## src/rtl/joy_pkg.sv

```systemverilog
// Shared definitions for the DB15 joystick serial link (receiver and responder).
package joy_pkg;

   localparam int PLAYER_BITS_DEF = 16;
   localparam int FRAME_BITS_DEF  = 2 * PLAYER_BITS_DEF;

   // Bit positions inside one player word, layout LS FEDCBAUDLR.
   localparam int JOY_BIT_RIGHT    = 0;
   localparam int JOY_BIT_LEFT     = 1;
   localparam int JOY_BIT_DOWN     = 2;
   localparam int JOY_BIT_UP       = 3;
   localparam int JOY_BIT_A        = 4;
   localparam int JOY_BIT_B        = 5;
   localparam int JOY_BIT_C        = 6;
   localparam int JOY_BIT_D        = 7;
   localparam int JOY_BIT_E        = 8;
   localparam int JOY_BIT_F        = 9;
   localparam int JOY_BIT_START    = 10;
   localparam int JOY_BIT_SHOULDER = 11;

   typedef enum logic [1:0] {
      IDLE  = 2'd0,
      LOAD  = 2'd1,
      SHIFT = 2'd2,
      DONE  = 2'd3
   } joy_state_t;

endpackage

```

## src/rtl/sync_edge.sv

```systemverilog
// Multi-flop synchroniser for an asynchronous input, followed by registered
// rise/fall pulses. Level and pulses are aligned to the same clock cycle.
module sync_edge #(
   parameter int SYNC_STAGES = 2
) (
   input  logic clk,
   input  logic rst_n,
   input  logic async_in,
   output logic level,
   output logic rise,
   output logic fall
);

   logic [SYNC_STAGES-1:0] sync_r;
   logic                   prev_r;
   logic                   rise_r;
   logic                   fall_r;

   // Metastability chain; idles high so a released line looks inactive.
   always_ff @(posedge clk or negedge rst_n) begin
      if (!rst_n) begin
         sync_r <= {SYNC_STAGES{1'b1}};
      end else begin
         sync_r <= {sync_r[SYNC_STAGES-2:0], async_in};
      end
   end

   // Edge detector: remembers the last synced level and registers the pulses.
   always_ff @(posedge clk or negedge rst_n) begin
      if (!rst_n) begin
         prev_r <= 1'b1;
         rise_r <= 1'b0;
         fall_r <= 1'b0;
      end else begin
         prev_r <= sync_r[SYNC_STAGES-1];
         rise_r <= ~prev_r & sync_r[SYNC_STAGES-1];
         fall_r <= prev_r & ~sync_r[SYNC_STAGES-1];
      end
   end

   assign level = prev_r;
   assign rise  = rise_r;
   assign fall  = fall_r;

endmodule

```

## src/rtl/joy_db15_responder.sv

```systemverilog
// Device side of the DB15 serial joystick link: behaves like the 74HC165 chain
// in the adapter, shifting both player words out active-low, LSB first.
module joy_db15_responder
   import joy_pkg::*;
#(
   parameter int PLAYER_BITS = PLAYER_BITS_DEF,
   parameter int SYNC_STAGES = 2
) (
   input  logic                               clk_sys,
   input  logic                               I_RESETn,
   input  logic [PLAYER_BITS-1:0]             joystick1,
   input  logic [PLAYER_BITS-1:0]             joystick2,
   input  logic                               JOY_LOAD,
   input  logic                               JOY_CLK,
   output logic                               JOY_DATA,
   output logic                               frame_done,
   output logic                               overrun,
   output logic [$clog2(2*PLAYER_BITS):0]     bit_cnt
);

   localparam int FRAME_BITS = 2 * PLAYER_BITS;
   localparam int CNT_W      = $clog2(FRAME_BITS) + 1;
   localparam logic [CNT_W-1:0] CNT_ONE  = CNT_W'(1);
   localparam logic [CNT_W-1:0] CNT_LAST = CNT_W'(FRAME_BITS);

   logic             load_level_s;
   logic             clk_fall_s;
   logic             load_rise_unused;
   logic             load_fall_unused;
   logic             clk_level_unused;
   logic             clk_rise_unused;
   logic [CNT_W-1:0] cnt_next_s;

   // JOY_DATA itself holds frame bit 0, so the register only keeps bits 1..N-1.
   logic [FRAME_BITS-2:0] shift_r;
   joy_state_t            state_r;

   sync_edge #(.SYNC_STAGES(SYNC_STAGES)) u_sync_clk (
      .clk      (clk_sys),
      .rst_n    (I_RESETn),
      .async_in (JOY_CLK),
      .level    (clk_level_unused),
      .rise     (clk_rise_unused),
      .fall     (clk_fall_s)
   );

   sync_edge #(.SYNC_STAGES(SYNC_STAGES)) u_sync_load (
      .clk      (clk_sys),
      .rst_n    (I_RESETn),
      .async_in (JOY_LOAD),
      .level    (load_level_s),
      .rise     (load_rise_unused),
      .fall     (load_fall_unused)
   );

   assign cnt_next_s = bit_cnt + CNT_ONE;

   // Frame state machine; a low load level overrides every state and any clock edge.
   always_ff @(posedge clk_sys or negedge I_RESETn) begin
      if (!I_RESETn) begin
         state_r    <= IDLE;
         shift_r    <= {(FRAME_BITS-1){1'b1}};
         JOY_DATA   <= 1'b1;
         frame_done <= 1'b0;
         overrun    <= 1'b0;
         bit_cnt    <= {CNT_W{1'b0}};
      end else begin
         frame_done <= 1'b0;
         if (!load_level_s) begin
            // Transparent parallel load: inputs are re-sampled every cycle while low.
            state_r  <= LOAD;
            shift_r  <= ~{joystick2, joystick1[PLAYER_BITS-1:1]};
            JOY_DATA <= ~joystick1[0];
            bit_cnt  <= {CNT_W{1'b0}};
            overrun  <= 1'b0;
         end else begin
            case (state_r)
               IDLE: begin
                  JOY_DATA <= 1'b1;
               end
               LOAD: begin
                  state_r <= SHIFT;
               end
               SHIFT: begin
                  if (clk_fall_s) begin
                     shift_r <= {1'b1, shift_r[FRAME_BITS-2:1]};
                     bit_cnt <= cnt_next_s;
                     if (cnt_next_s == CNT_LAST) begin
                        JOY_DATA   <= 1'b1;
                        frame_done <= 1'b1;
                        state_r    <= DONE;
                     end else begin
                        JOY_DATA <= shift_r[0];
                     end
                  end
               end
               DONE: begin
                  JOY_DATA <= 1'b1;
                  if (clk_fall_s) begin
                     overrun <= 1'b1;
                  end
               end
               default: begin
                  state_r  <= IDLE;
                  JOY_DATA <= 1'b1;
               end
            endcase
         end
      end
   end

endmodule
```

## config.mk

```make
export PLATFORM = sky130hd
export DESIGN_NAME = joy_db15_responder
export DESIGN_NICKNAME = d
export VERILOG_FILES = /design/src/rtl/joy_pkg.sv /design/src/rtl/sync_edge.sv /design/src/rtl/joy_db15_responder.sv
export SDC_FILE = /design/constraint.sdc
export NUM_CORES = 1
export LEC_CHECK = 0
export ABC_AREA = 1
export ABC_CLOCK_PERIOD_IN_PS = 2800
export CORE_ASPECT_RATIO = 1.25
export CORE_MARGIN = 8
export CORE_UTILIZATION = 46
export DETAILED_ROUTE_END_ITERATION = 10
export HOLD_SLACK_MARGIN = 0.06
export PLACE_DENSITY = 0.72
export SYNTH_ARGS = -nofsm -noshare
export SYNTH_HDL_FRONTEND = slang
export SYNTH_HIERARCHICAL = 1
export SYNTH_SLANG_ARGS = --single-unit
```

## constraint.sdc

```tcl
create_clock -name clk_sys -period 2.8 [get_ports clk_sys]
set_input_delay 0.56 -clock clk_sys [delete_from_list [all_inputs] [get_ports clk_sys]]
set_output_delay 0.56 -clock clk_sys [all_outputs]
set_load 0.02 [all_outputs]
```

Word level (Yosys, flattened, before mapping)
Cells that the tools add are included.
{"block": "op_classes", "div_mod_pow": 0, "reduce_logical": 6, "n_lt_le_gt_ge": 0, "n_eq_ne": 11, "n_addsub": 1, "n_mul": 0, "n_mux": 21, "bitwise_logic": 4, "shifts": 0}
{"cell": "$mux 31", "n": 3}
{"cell": "$not 31->31", "n": 1}
{"cell": "$mux 6", "n": 3}
{"cell": "$ne 3x3->1 const B", "n": 4}
{"cell": "$mux 1", "n": 10}
{"cell": "$add 6x1->6 const B", "n": 1}
{"cell": "$eq 6x6->1 const B", "n": 1}
{"cell": "$mux 2", "n": 3}
{"cell": "$ne 2x2->1 const B", "n": 3}
{"cell": "$reduce_and 2->1", "n": 3}
{"cell": "$eq 2x2->1 const B", "n": 2}
{"cell": "$pmux 2 s2", "n": 1}
{"cell": "$reduce_and 3->1", "n": 1}
{"cell": "$eq 2x1->1 const B", "n": 1}
{"cell": "$logic_not 2->1", "n": 1}
{"cell": "$not 1->1", "n": 2}
{"cell": "$pmux 1 s2", "n": 1}
{"cell": "$reduce_or 2->1", "n": 1}
{"cell": "$and 1x1->1", "n": 1}
{"block": "totals", "input_bits": 36, "mem_bits_ro": 0, "mem_count": 0, "ramBits": 0, "latch_bits": 0, "reg_bits": 49}

Longest topological paths before layout
Gate-level depths: netlist of the first run.
{"block": "logic_depth", "ltp_word": 6, "ltp_mapped": 10}

Hierarchy
Netlist of the first run, hierarchy kept.
{"mod": "joy_db15_responder", "n_inst": 1, "area_per_inst_um2": 1998.2, "cells_each": 232}
{"mod": "sync_edge", "n_inst": 2, "area_per_inst_um2": 143.9, "cells_each": 9}

Worst setup path after synthesis of the first run
OpenSTA, ideal clock, no wires.
{"block": "synth_path", "kind": "reg2reg", "start": "register bit_cnt[0]", "end": "register state_r[0]", "synth_period_minus_slack_ns": 1.491, "path_stages_with_launch": 11, "arrival_time_ns": 1.375, "path_buffers": 0, "slack_ns": 1.309, "required_ns": 2.683, "path_cell_list": "dfrtp_1 > ha_1 > nand3_1 > nand2_1 > nand3_1 > nor2_2 > nand3_2 > nand2_2 > nand2_1 > nand2_1 > nand2_1"}
{"block": "synth_via", "elab_chain_cells": 4}
{"element": "start: declaration", "line_no": "joy_db15_responder.sv:18", "source": "output logic [$clog2(2*PLAYER_BITS):0] bit_cnt"}
{"element": "start signal: assignment", "line_no": "joy_db15_responder.sv:66", "source": "bit_cnt <= {CNT_W{1'b0}};"}
{"element": "start signal: assignment", "line_no": "joy_db15_responder.sv:74", "source": "bit_cnt <= {CNT_W{1'b0}};"}
{"element": "start signal: assignment", "line_no": "joy_db15_responder.sv:87", "source": "bit_cnt <= cnt_next_s;"}
{"element": "$add 6x1->6", "line_no": "joy_db15_responder.sv:56", "source": "assign cnt_next_s = bit_cnt + CNT_ONE;"}
{"element": "$eq 6x6->1", "line_no": "joy_db15_responder.sv:88", "source": "if (cnt_next_s == CNT_LAST) begin"}
{"element": "$ne 3x3->1 (no source line)"}
{"element": "$reduce_and 3->1 (no source line)"}
{"element": "end signal: assignment", "line_no": "joy_db15_responder.sv:61", "source": "state_r <= IDLE;"}
{"element": "end signal: assignment", "line_no": "joy_db15_responder.sv:71", "source": "state_r <= LOAD;"}
{"element": "end signal: assignment", "line_no": "joy_db15_responder.sv:91", "source": "state_r <= DONE;"}
{"element": "end: declaration", "line_no": "joy_db15_responder.sv:36", "source": "joy_state_t state_r;"}
No other way between the ends.
A chain may end at the register's enable or synchronous reset.

Worst setup path in the final report of the first run
{"block": "layout_path", "start": "register JOY_DATA", "end": "output JOY_DATA"}
{"element": "start: declaration", "line_no": "joy_db15_responder.sv:15", "source": "output logic JOY_DATA,"}
{"element": "start signal: assignment", "line_no": "joy_db15_responder.sv:73", "source": "JOY_DATA <= ~joystick1[0];"}
{"element": "start signal: assignment", "line_no": "joy_db15_responder.sv:93", "source": "JOY_DATA <= shift_r[0];"}
No word-level cell between the ends.

==> results.txt, run 1 <==
The worst hold path passes through 0 cells. The clock tree from TritonCTS is done. The quantity of hold-fixing buffers added after cts is 0.

Using the TritonRoute via totals, the vias-per-cell ratio works out to 4.96. The final HPWL from detailed placement is 3160 um. For met3 alone, demand over resource in global routing was 3.74%.

The clock-pin slew of the registers on the worst-case setup and hold paths is 0.09 ns. The standby leakage power is 1.16 nW. Compared with the post-synthesis result, the final layout area differs by 26.2%.

For this run, design rule violations remaining after detail routing come to 0. Dividing the final minimum period by the clock period gives 71.7%. The maximum frequency from static timing analysis came out at 498 MHz.

Wires add up to 4460 um. The final cell count without fillers is 344. The final total negative setup slack is 0 ns. The number of antenna cells inserted came out at 0.

Global routing used 13.2% of the available tracks. The H-tree generated during clock tree synthesis spans 2 levels. The vias after detailed routing is 1705. STA classifies the critical path startpoint as a flop. The slowest stage of the critical path is the clkdlybuf4s50_1 cell. The standard cell core area came out at 4660 um2.

Entering global routing, the biggest net connects 53 pins. The count of nets after finishing is 323. The biggest fanout along the worst timing path is 2.

The initial antenna violation count is 0. The number of gates resized after cts is 0. The clock insertion delay at the later pin of the skew report came out at 0.30 ns. The met2 track demand over resource came out at 23.1%.

The via count of the first global-routing pass came to 1804. The synthesized netlist occupies a cell area of 2190 um2. The overall die height came out at 93.1 um. The Yosys step of the flow raised 6 warnings. The post-CTS setup buffer count came out at 0. The post-route worst hold slack came out at 0.360 ns. The number of port buffers is 44. Clock tree synthesis selected as its root buffer the cell clkbuf_8. The horizontal extent of the die came out at 77.7 um. The worst hold path belongs to the class reg2reg. The library cells used most frequently in the layout, excluding fill and tap cells, are nand2_1 (67), clkdlybuf4s50_1 (43), dfstp_2 (38), o21ai_0 (25). Counting both buffers and inverters, the worst setup path holds a total of 1. Once placement completed, the tool counted placed cells totaling 336. The layer flagged by global routing as most heavily used is met2. Among cell families on the critical path, the largest total delay comes from buffers and inverters. The run finished with clean final reports. The number of hold violations in the final report is 0. The total number of placement rows came out at 28. Setup repair after global routing left no endpoint under its margin.

The slew at the pin closest to its max-slew limit is 1.02 ns. The normalized max-slew margin is 31.9%. The count of boundary I/O pins came out at 45. The per-cell routed wire length is 13.0 um. The post-synthesis net count is 281. For this run the aggregate overflow at the end of global routing stands at 0. The critical path is of the reg2out type. After the first detailed-routing iteration, the DRC count stood at 75.

Synthesis produced 241 cells. The data required time at the worst endpoint came out at 2.24 ns. The setup violation total in the final timing report is 0. Walking the worst path, the cells encountered are clkdlybuf4s50_1.

The total die area is 7230 um2. The multi-input combinational cells in the finished layout cover a total of 808 um2. The number of max-cap violations came out at 0. Leaving out fill and tap cells, the most frequent cell in the layout is nand2_1. Of the cells placed in the final design, the portion with a size suffix greater than 1 is 19.7%.

The number of max-slew violations in the final report is 0. The final weighted congestion in routability-driven placement is 0.761. The TritonCTS buffer count came out at 5. The maximum number of buffers from clock root to sink is 2.

The global-route wire length before repair is 7750 um. The smallest clock period supported by the final layout is computed as 2.01 ns. The delay contributed by the slowest stage of the critical path came out at 0.60 ns. The number of inserted filler cells in the final layout is 423. Summing all flip-flop and latch instances after layout gives 1270 um2. The clock sink count came out at 49. The post-route antenna net violation count came out at 0.

For the final database, setup skew stands at 0.00702 ns. The power per cell area is 632 nW/um2. The number of cells on the worst reg-to-reg path is 8. The number of optimization iterations in the first detailed-route pass is 5. For met1 alone, demand over resource in global routing was 14.2%. The effective utilization at floorplan is 47.0%. The worst-case IR drop observed on VDD is 0.000365 V. Dividing the synthesized area by the synthesized cell count gives 9.08 um2. The path length in cells of the critical path came out at 1. The worst setup path is captured at a primary output. The signal arrival time at the worst endpoint is 1.45 ns.
sequential cells by signal (all words and copies together) (netlist names), 2 cells and up:
name / cells
u_sync_load/sync_r: 2
bit_cnt: 6
state_r: 2
shift_r: 31
u_sync_clk/sync_r: 2
through the flow:
step / utilization (%) / power, mW / setup slack, ns / instance area, um2
global placement: 57.1 / 1.30 / 1.08 / 2660
global route: 59.3 / 1.85 / 0.756 / 2760
finish: 59.3 / 1.75 / 0.791 / 2760
CTS: 59.3 / 1.77 / 0.771 / 2760
floorplan: - / 1.16 / 1.31 / 2190
detailed placement: 57.1 / 1.31 / 1.01 / 2660
per-layer routing:
metal,wire length [um],part of all wire (%)
met1,1960,44
met2,2260,51
met3,148,3.3
met4,91,2.0
met5,0,0
cell type report:
type / count / area share (%)
clock buffers: 7 / 3.49
clock inverters: 1 / 0.181
inverters: 16 / 2.17
multi-input cells: 166 / 29.3
flip-flops and latches: 49 / 46.1
well taps: 60 / 2.72
repair buffers: 45 / 16.0
power breakdown:
group          internal (mW)  switching, mW  total [mW]
Clock                  0.223          0.225       0.449
Combinational          0.160          0.196       0.356
Sequential             0.876         0.0650       0.941
path summary, 6_finish.rpt:
kind / from / slack, ns / end
max reg2reg: state_r[0] / 0.98 / shift_r[8]
min in group asynchronous: I_RESETn / 0.44 / bit_cnt[2]
max: JOY_DATA / 0.79 / JOY_DATA
min reg2reg: u_sync_load/sync_r[1] / 0.36 / u_sync_load/level
max in group asynchronous: I_RESETn / 1.74 / bit_cnt[3]
min: u_sync_load/sync_r[1] / 0.36 / u_sync_load/level
Power figures use the tool's default switching activity.
==> run 2, diff against run 1 <==
Settings changed: ABC_CLOCK_PERIOD_IN_PS 2800 to 1800, PLACE_DENSITY 0.72 to 0.75.
Clock period 2.8 ns to 1.8 ns, I/O delays scaled along.
==> results.txt, run 2 (synthesis results as in run 1) <==
The total grt overflow is 0. The peak ir drop on the vdd network came out at 0.000424 V. The total design power is 2.62 mW. The most flop-heavy register is shift_r. The maximum number of buffers from clock root to sink came out at 2.

The core region is 4660 um2. After detailed placement, the total cell area comes to 2720 um2. The kind of cell with the highest combined delay along the critical path is buffers and inverters. The clock sink count came out at 49.

Global routing used 12.3% of the available tracks across all layers. The worst setup path is captured at a primary output. Summed over all layers, the routed wires come to 4290 um.

The largest registers in the layout are shift_r x31, bit_cnt x6. The number of max-cap violations came out at 0. The normalized max-slew margin came out at 74.7%.

The clock skew is 0.00312 ns. The routed design could run at a clock period as short as 1.74 ns. The final route contains 1694 vias. The maximum frequency from static timing analysis is 574 MHz. The number of port buffers came out at 44. The effective utilization at floorplan is 47.0%. On the critical path, the stage with the largest delay is an instance of clkdlybuf4s50_1. Entering global routing, the biggest net connects 50 pins. The die is 93.1 um tall. The number of hold violations in the final report came out at 0.

The floorplan step defined a die boundary enclosing 7230 um2. The number of inserted filler cells in the final layout is 408. The initial antenna violation count came out at 0. The worst setup path is of the reg2out kind.

The post-CTS setup buffer count came out at 0. In this design, the stage delay of the slowest critical-path cell is 0.66 ns. The library cell used most frequently in the layout, excluding fill and tap cells, is nand2_1. The detailed router's first-iteration violation count came out at 57. The final routed DRC violation total came out at 0. Counting both buffers and inverters, the worst setup path holds a total of 1. Setup repair after global routing left no endpoint under its margin. The number of antenna diodes in the final layout is 0. The horizontal extent of the die came out at 77.7 um.

The count of nets after finishing is 328. Leaving out fill and tap cells, the most frequent cells in the layout are nand2_1 (67), clkdlybuf4s50_1 (41), dfstp_2 (38), o21ai_0 (25). The clock-pin slew of the registers on the worst-case setup and hold paths is 0.08 ns. The final weighted congestion in routability-driven placement is 0.801. The setup violation total in the final timing report came out at 0. The number of optimization iterations in the first detailed-route pass is 4. The standby leakage power is 1.21 nW. Timing analysis after detailed placement gives a worst setup slack of 0.257 ns. Setup total negative slack on the finished layout was measured at 0 ns.

The via count of the first global-routing pass is 1685. In the final routed layout, each cell accounts on average for 12.3 um. The total number of placement rows came out at 28. The post-route antenna net violation count is 0. The number of max-slew violations in the final report came out at 0. After routing the design area is 2810 um2. The H-tree was split into 2 levels. The final setup slack of the worst path came out at 0.0576 ns. TritonCTS built the clock tree. The signal arrival time at the worst endpoint is 1.38 ns. The class of the tightest hold or removal check is reg2reg. The flip-flop count of the largest register, all copies and words added is 31.

For this design the top-level I/O count stands at 45. The TritonCTS buffer count is 5. The power per cell area came out at 934 nW/um2.

Data on the critical path is required at its endpoint by 1.44 ns. The final cycle utilization of the critical path came out at 96.8%. The synthesis-to-finish area growth came out at 28.4%.

The global-route wire length before repair came out at 7290 um. The fraction of final layout cells sized beyond drive strength 1 came out at 20.4%. The wire-length estimate of the detail-placed layout is 3150 um. STA classifies the critical path startpoint as a flop.

The slew at the pin closest to its max-slew limit is 0.379 ns. The flow ran to the end, and the final reports show no timing, DRC or antenna violations. The critical path goes through clkdlybuf4s50_1. The via density per instance is 4.85. The post-route worst hold slack came out at 0.358 ns.

In this run the worst path has a maximum fanout of 6. Clock tree synthesis selected as its root buffer the cell clkbuf_8. At the later pin of the worst-skew pair, clock insertion delay measures 0.29 ns.
run 2: cell types whose count changed in the layout (fill, tap and decap cells not counted), moves of 2 or more:
cell / before / now
clkdlybuf4s50_1: 43 / 41
clkbuf_8: 7 / 5
buf_4: 1 / 3
buf_12: 0 / 2
run 2: layout make-up:
| class | instances | area [um2] | area share, % |
|---|---|---|---|
| clock buffers | 6 | 72.6 | 2.58 |
| clock inverters | 2 | 10.0 | 0.356 |
| inverters | 16 | 60.1 | 2.14 |
| multi-input cells | 166 | 808 | 28.8 |
| flip-flops and latches | 49 | 1270 | 45.3 |
| well taps | 60 | 75.1 | 2.67 |
| repair buffers | 50 | 509 | 18.1 |
run 2: routing by layer:
layer	track usage, %	share of wire [%]	up-vias	routed length (um)
met4	4.89	1.4	0	61
met3	3.17	3.6	5	154
li1	-	-	889	-
met2	20.5	48	32	2050
met5	0	0	-	0
met1	14.8	47	768	2020
run 2: path summary, 6_finish.rpt:
path                                            start                     to  slack (ns)  depth (start not counted)
worst max-delay path                       bit_cnt[0]             bit_cnt[0]        0.06                          1
worst min-delay path            u_sync_load/sync_r[0]  u_sync_load/sync_r[1]        0.36                          0
worst max register to register             state_r[0]            shift_r[12]        0.24                          8
worst min register to register  u_sync_load/sync_r[0]  u_sync_load/sync_r[1]        0.36                          0
max in group asynchronous                    I_RESETn            shift_r[20]        0.95                          3
min in group asynchronous                    I_RESETn             bit_cnt[1]        0.58                          3
run 2: repair_timing:
item	CTS	global route
pin swaps	0	0
endpoints found under the setup margin	1	1
resized for setup	1	1
hold buffers	1	0
endpoints found under the hold margin	11	0
gates cloned	0	0
run 2: power by group:
part | total, mW | switching (mW) | leakage [nW] | internal (mW)
clock network | 0.608 | 0.338 | 0.0450 | 0.270
logic | 0.553 | 0.297 | 0.614 | 0.255
registers | 1.46 | 0.101 | 0.547 | 1.36
run 2: per-stage QoR:
step                utilization, %  cells
finish                        60.3    349
global route                  60.3    349
CTS                           60.2    349
detailed placement            58.3    340
global placement              58.3    340
floorplan                        -    241
==> run 3, diff against run 2 <==
Settings changed: CORE_ASPECT_RATIO 1.25 to unset, CORE_MARGIN 8 to 4.
==> results.txt, run 3 (synthesis results as in run 1) <==
The capturing instance or port of the critical path is bit_cnt[3]. The clock period minus final worst setup slack is 1.74 ns. The worst register-to-register path begins at bit_cnt[0].

The cell type group with the largest total delay on the critical path is buffers and inverters. The critical path in this run is classified as reg2out. The aggregate global-route resource usage is 15.5%. After detailed routing, the total wire length is 4340 um.

The share of total power in sequential cells came out at 52.9%. From synthesis to final layout, the design area changed by 29.2%. The switching power is 0.752 mW.

After global routing the overflow that remains totals 0. The number of hold violations in the final report is 0. The signal arrival time at the worst endpoint is 1.38 ns. The clock sink count is 49. Of the total power, combinational logic draws 20.4%. Clock latency on the worst-skew pair, taken at its later pin, is 0.29 ns. The post-CTS setup buffer count came out at 0. The maximum number of pins on one net before global-route repair is 50. The final cycle utilization of the critical path is 96.5%. The number of levels in the clock H-tree is 2. The peak ir drop on the vdd network came out at 0.000575 V. Setup repair after global routing left no endpoint under its margin. The clock-pin slew of the registers on the worst-case setup and hold paths came out at 0.08 ns. The data required time at the worst endpoint is 1.44 ns.

Registers take 1270 um2. The final weighted congestion in routability-driven placement came out at 0.808. In the final layout, the registers with the most flip-flops are shift_r x31, bit_cnt x6.

TritonCTS created 5 clock buffers. Once routing completed, OpenROAD measured the worst setup slack at 0.0638 ns. STA classifies the critical path endpoint as a primary output. The element type at the critical path start is a flop. The library cell used most frequently in the layout, excluding fill and tap cells, is nand2_1. The final total negative setup slack is 0 ns. The number of antenna cells inserted came out at 0.

The slack of the worst reg-to-reg path is 0.21 ns. The number of max-cap violations came out at 0. The worst path buffer plus inverter count is 1. The delay contributed by the slowest stage of the critical path came out at 0.64 ns. The number of cells on the worst reg-to-reg path came out at 10.

Tracing the worst setup path back leads to its startpoint at bit_cnt[3]. The slowest stage of the critical path belongs to the cell clkdlybuf4s50_1. The class of the tightest hold or removal check is reg2reg.

The instance count after placement with tap cells included is 331. The global-route wire length before repair came out at 7420 um. In the final layout, the multi-input gates occupy 808 um2. The final cell count without fillers came out at 340. The total die area is 5930 um2. The worst register-to-register path ends at state_r[0]. For this run, the detailed router's first-pass iteration total came to 6. The count of nets after finishing came out at 327. The register with the most flip-flops in the layout has 31 of them.

The fraction of final layout cells sized beyond drive strength 1 came out at 20.1%. The number of max-slew violations in the final report was 0. Of all nets on the critical path, the largest fanout is 6.

The power per cell area is 981 nW/um2. Summing over every cut layer, the via total after detailed routing is 1748. After filler insertion, the fill cell instance count of the layout stands at 374. Walking the worst path, the cells encountered are clkdlybuf4s50_1. The total design power is 2.77 mW. The via count of the first global-routing pass came out at 1663. The overall die height is 77.0 um. The clock passes through at most 2 buffers. Headroom to the max-slew limit came out at 75.8%.

The setup violation total in the final timing report came out at 0. OpenSTA, run right after detailed placement, puts the worst setup slack at 0.240 ns. TritonCTS built the clock tree. The run finished with clean final reports.

The final routed DRC violation total came out at 0. Internal power comes to 2.02 mW. The fraction of power consumed by the clock network came out at 26.6%.

The count of boundary I/O pins is 45. Clock tree synthesis selected as its root buffer the cell clkbuf_8. The initial antenna violation count came out at 0. In this run the number of cells on the critical path is 1. The standard cell core area came out at 4470 um2. The final HPWL from detailed placement is 3010 um. The maximum frequency from static timing analysis is 576 MHz.

The register with the most flip-flops in the final layout is shift_r. The standby leakage power is 1.24 nW. The per-cell routed wire length is 12.8 um. The total number of placement rows came out at 24. The library cells used most frequently in the layout, excluding fill and tap cells, are nand2_1 (67), clkdlybuf4s50_1 (40), dfstp_2 (38), o21ai_0 (25). The via density per instance came out at 5.14. For the pin with the worst max-slew slack, the measured transition is 0.363 ns. In this run the horizontal extent of the chip is 77.0 um. The post-route antenna net violation count is 0. The number of port buffers came out at 44. The clock skew is 0.00640 ns.

The effective utilization at floorplan came out at 48.9%. The detailed router's first-iteration violation count came out at 90. The switching share of power came out at 27.1%.
-- run 3: cell types whose count changed in the layout (fill, tap and decap cells not counted) --
cell and delta:
dlymetal6s2s_1 +2, clkinv_2 -2, dlygate4sd2_1 -1, clkbuf_8 +1, clkdlybuf4s50_1 -1, buf_4 -1
clkbuf_16 +1
-- run 3: power groups by stage --
| stage | registers (mW) | clock network (mW) | logic, mW |
|---|---|---|---|
| 6_report | 1.47 | 0.739 | 0.567 |
| 4_1_cts | 1.47 | 0.759 | 0.576 |
| 3_5_place_dp | 1.48 | 0 | 0.570 |
| 5_1_grt | 1.49 | 0.808 | 0.651 |
| 2_1_floorplan | 1.47 | 0 | 0.337 |
| 3_3_place_gp | 1.47 | 0 | 0.554 |
-- run 3: layout make-up --
| type | instances | share of cell area [%] |
|---|---|---|
| inverters | 16 | 2.12 |
| clock buffers | 8 | 3.94 |
| multi-input cells | 166 | 28.6 |
| repair buffers | 49 | 18.0 |
| well taps | 52 | 2.30 |
| flip-flops and latches | 49 | 45.1 |
-- run 3: worst min-delay path by stage --
| stage | start | to | slack, ns | cells past startpoint |
|---|---|---|---|---|
| floorplan | I_RESETn | bit_cnt[0] | 0.06 | 0 |
| global placement | u_sync_load/sync_r[0] | u_sync_load/sync_r[1] | 0.35 | 0 |
| detailed placement | u_sync_load/sync_r[0] | u_sync_load/sync_r[1] | 0.35 | 0 |
| CTS | u_sync_load/sync_r[0] | u_sync_load/sync_r[1] | 0.36 | 0 |
| global route | u_sync_load/sync_r[0] | u_sync_load/sync_r[1] | 0.36 | 0 |
| finish | u_sync_load/sync_r[0] | u_sync_load/sync_r[1] | 0.36 | 0 |
-- run 3: per-layer routing --
metal / GRT usage, % / wire (um)
met2: 25.3 / 2060
met1: 20.6 / 2000
met3: 4.10 / 239
met4: 3.74 / 39
met5: 0 / 0
-- run 3: repair_timing --
item	in CTS	in global routing
resized for setup	0	3
endpoints found under the hold margin	11	0
setup endpoints to repair	0	3
hold buffers	1	0
-- run 3: through the flow --
| step | util, % | hold slack [ns] | cell area (um2) |
|---|---|---|---|
| after floorplan | - | 0.0644 | 2190 |
| after global placement | 60.3 | 0.346 | 2700 |
| after detailed placement | 60.3 | 0.347 | 2700 |
| after CTS | 63.0 | 0.359 | 2820 |
| after global routing | 63.2 | 0.362 | 2830 |
| final | 63.2 | 0.358 | 2830 |
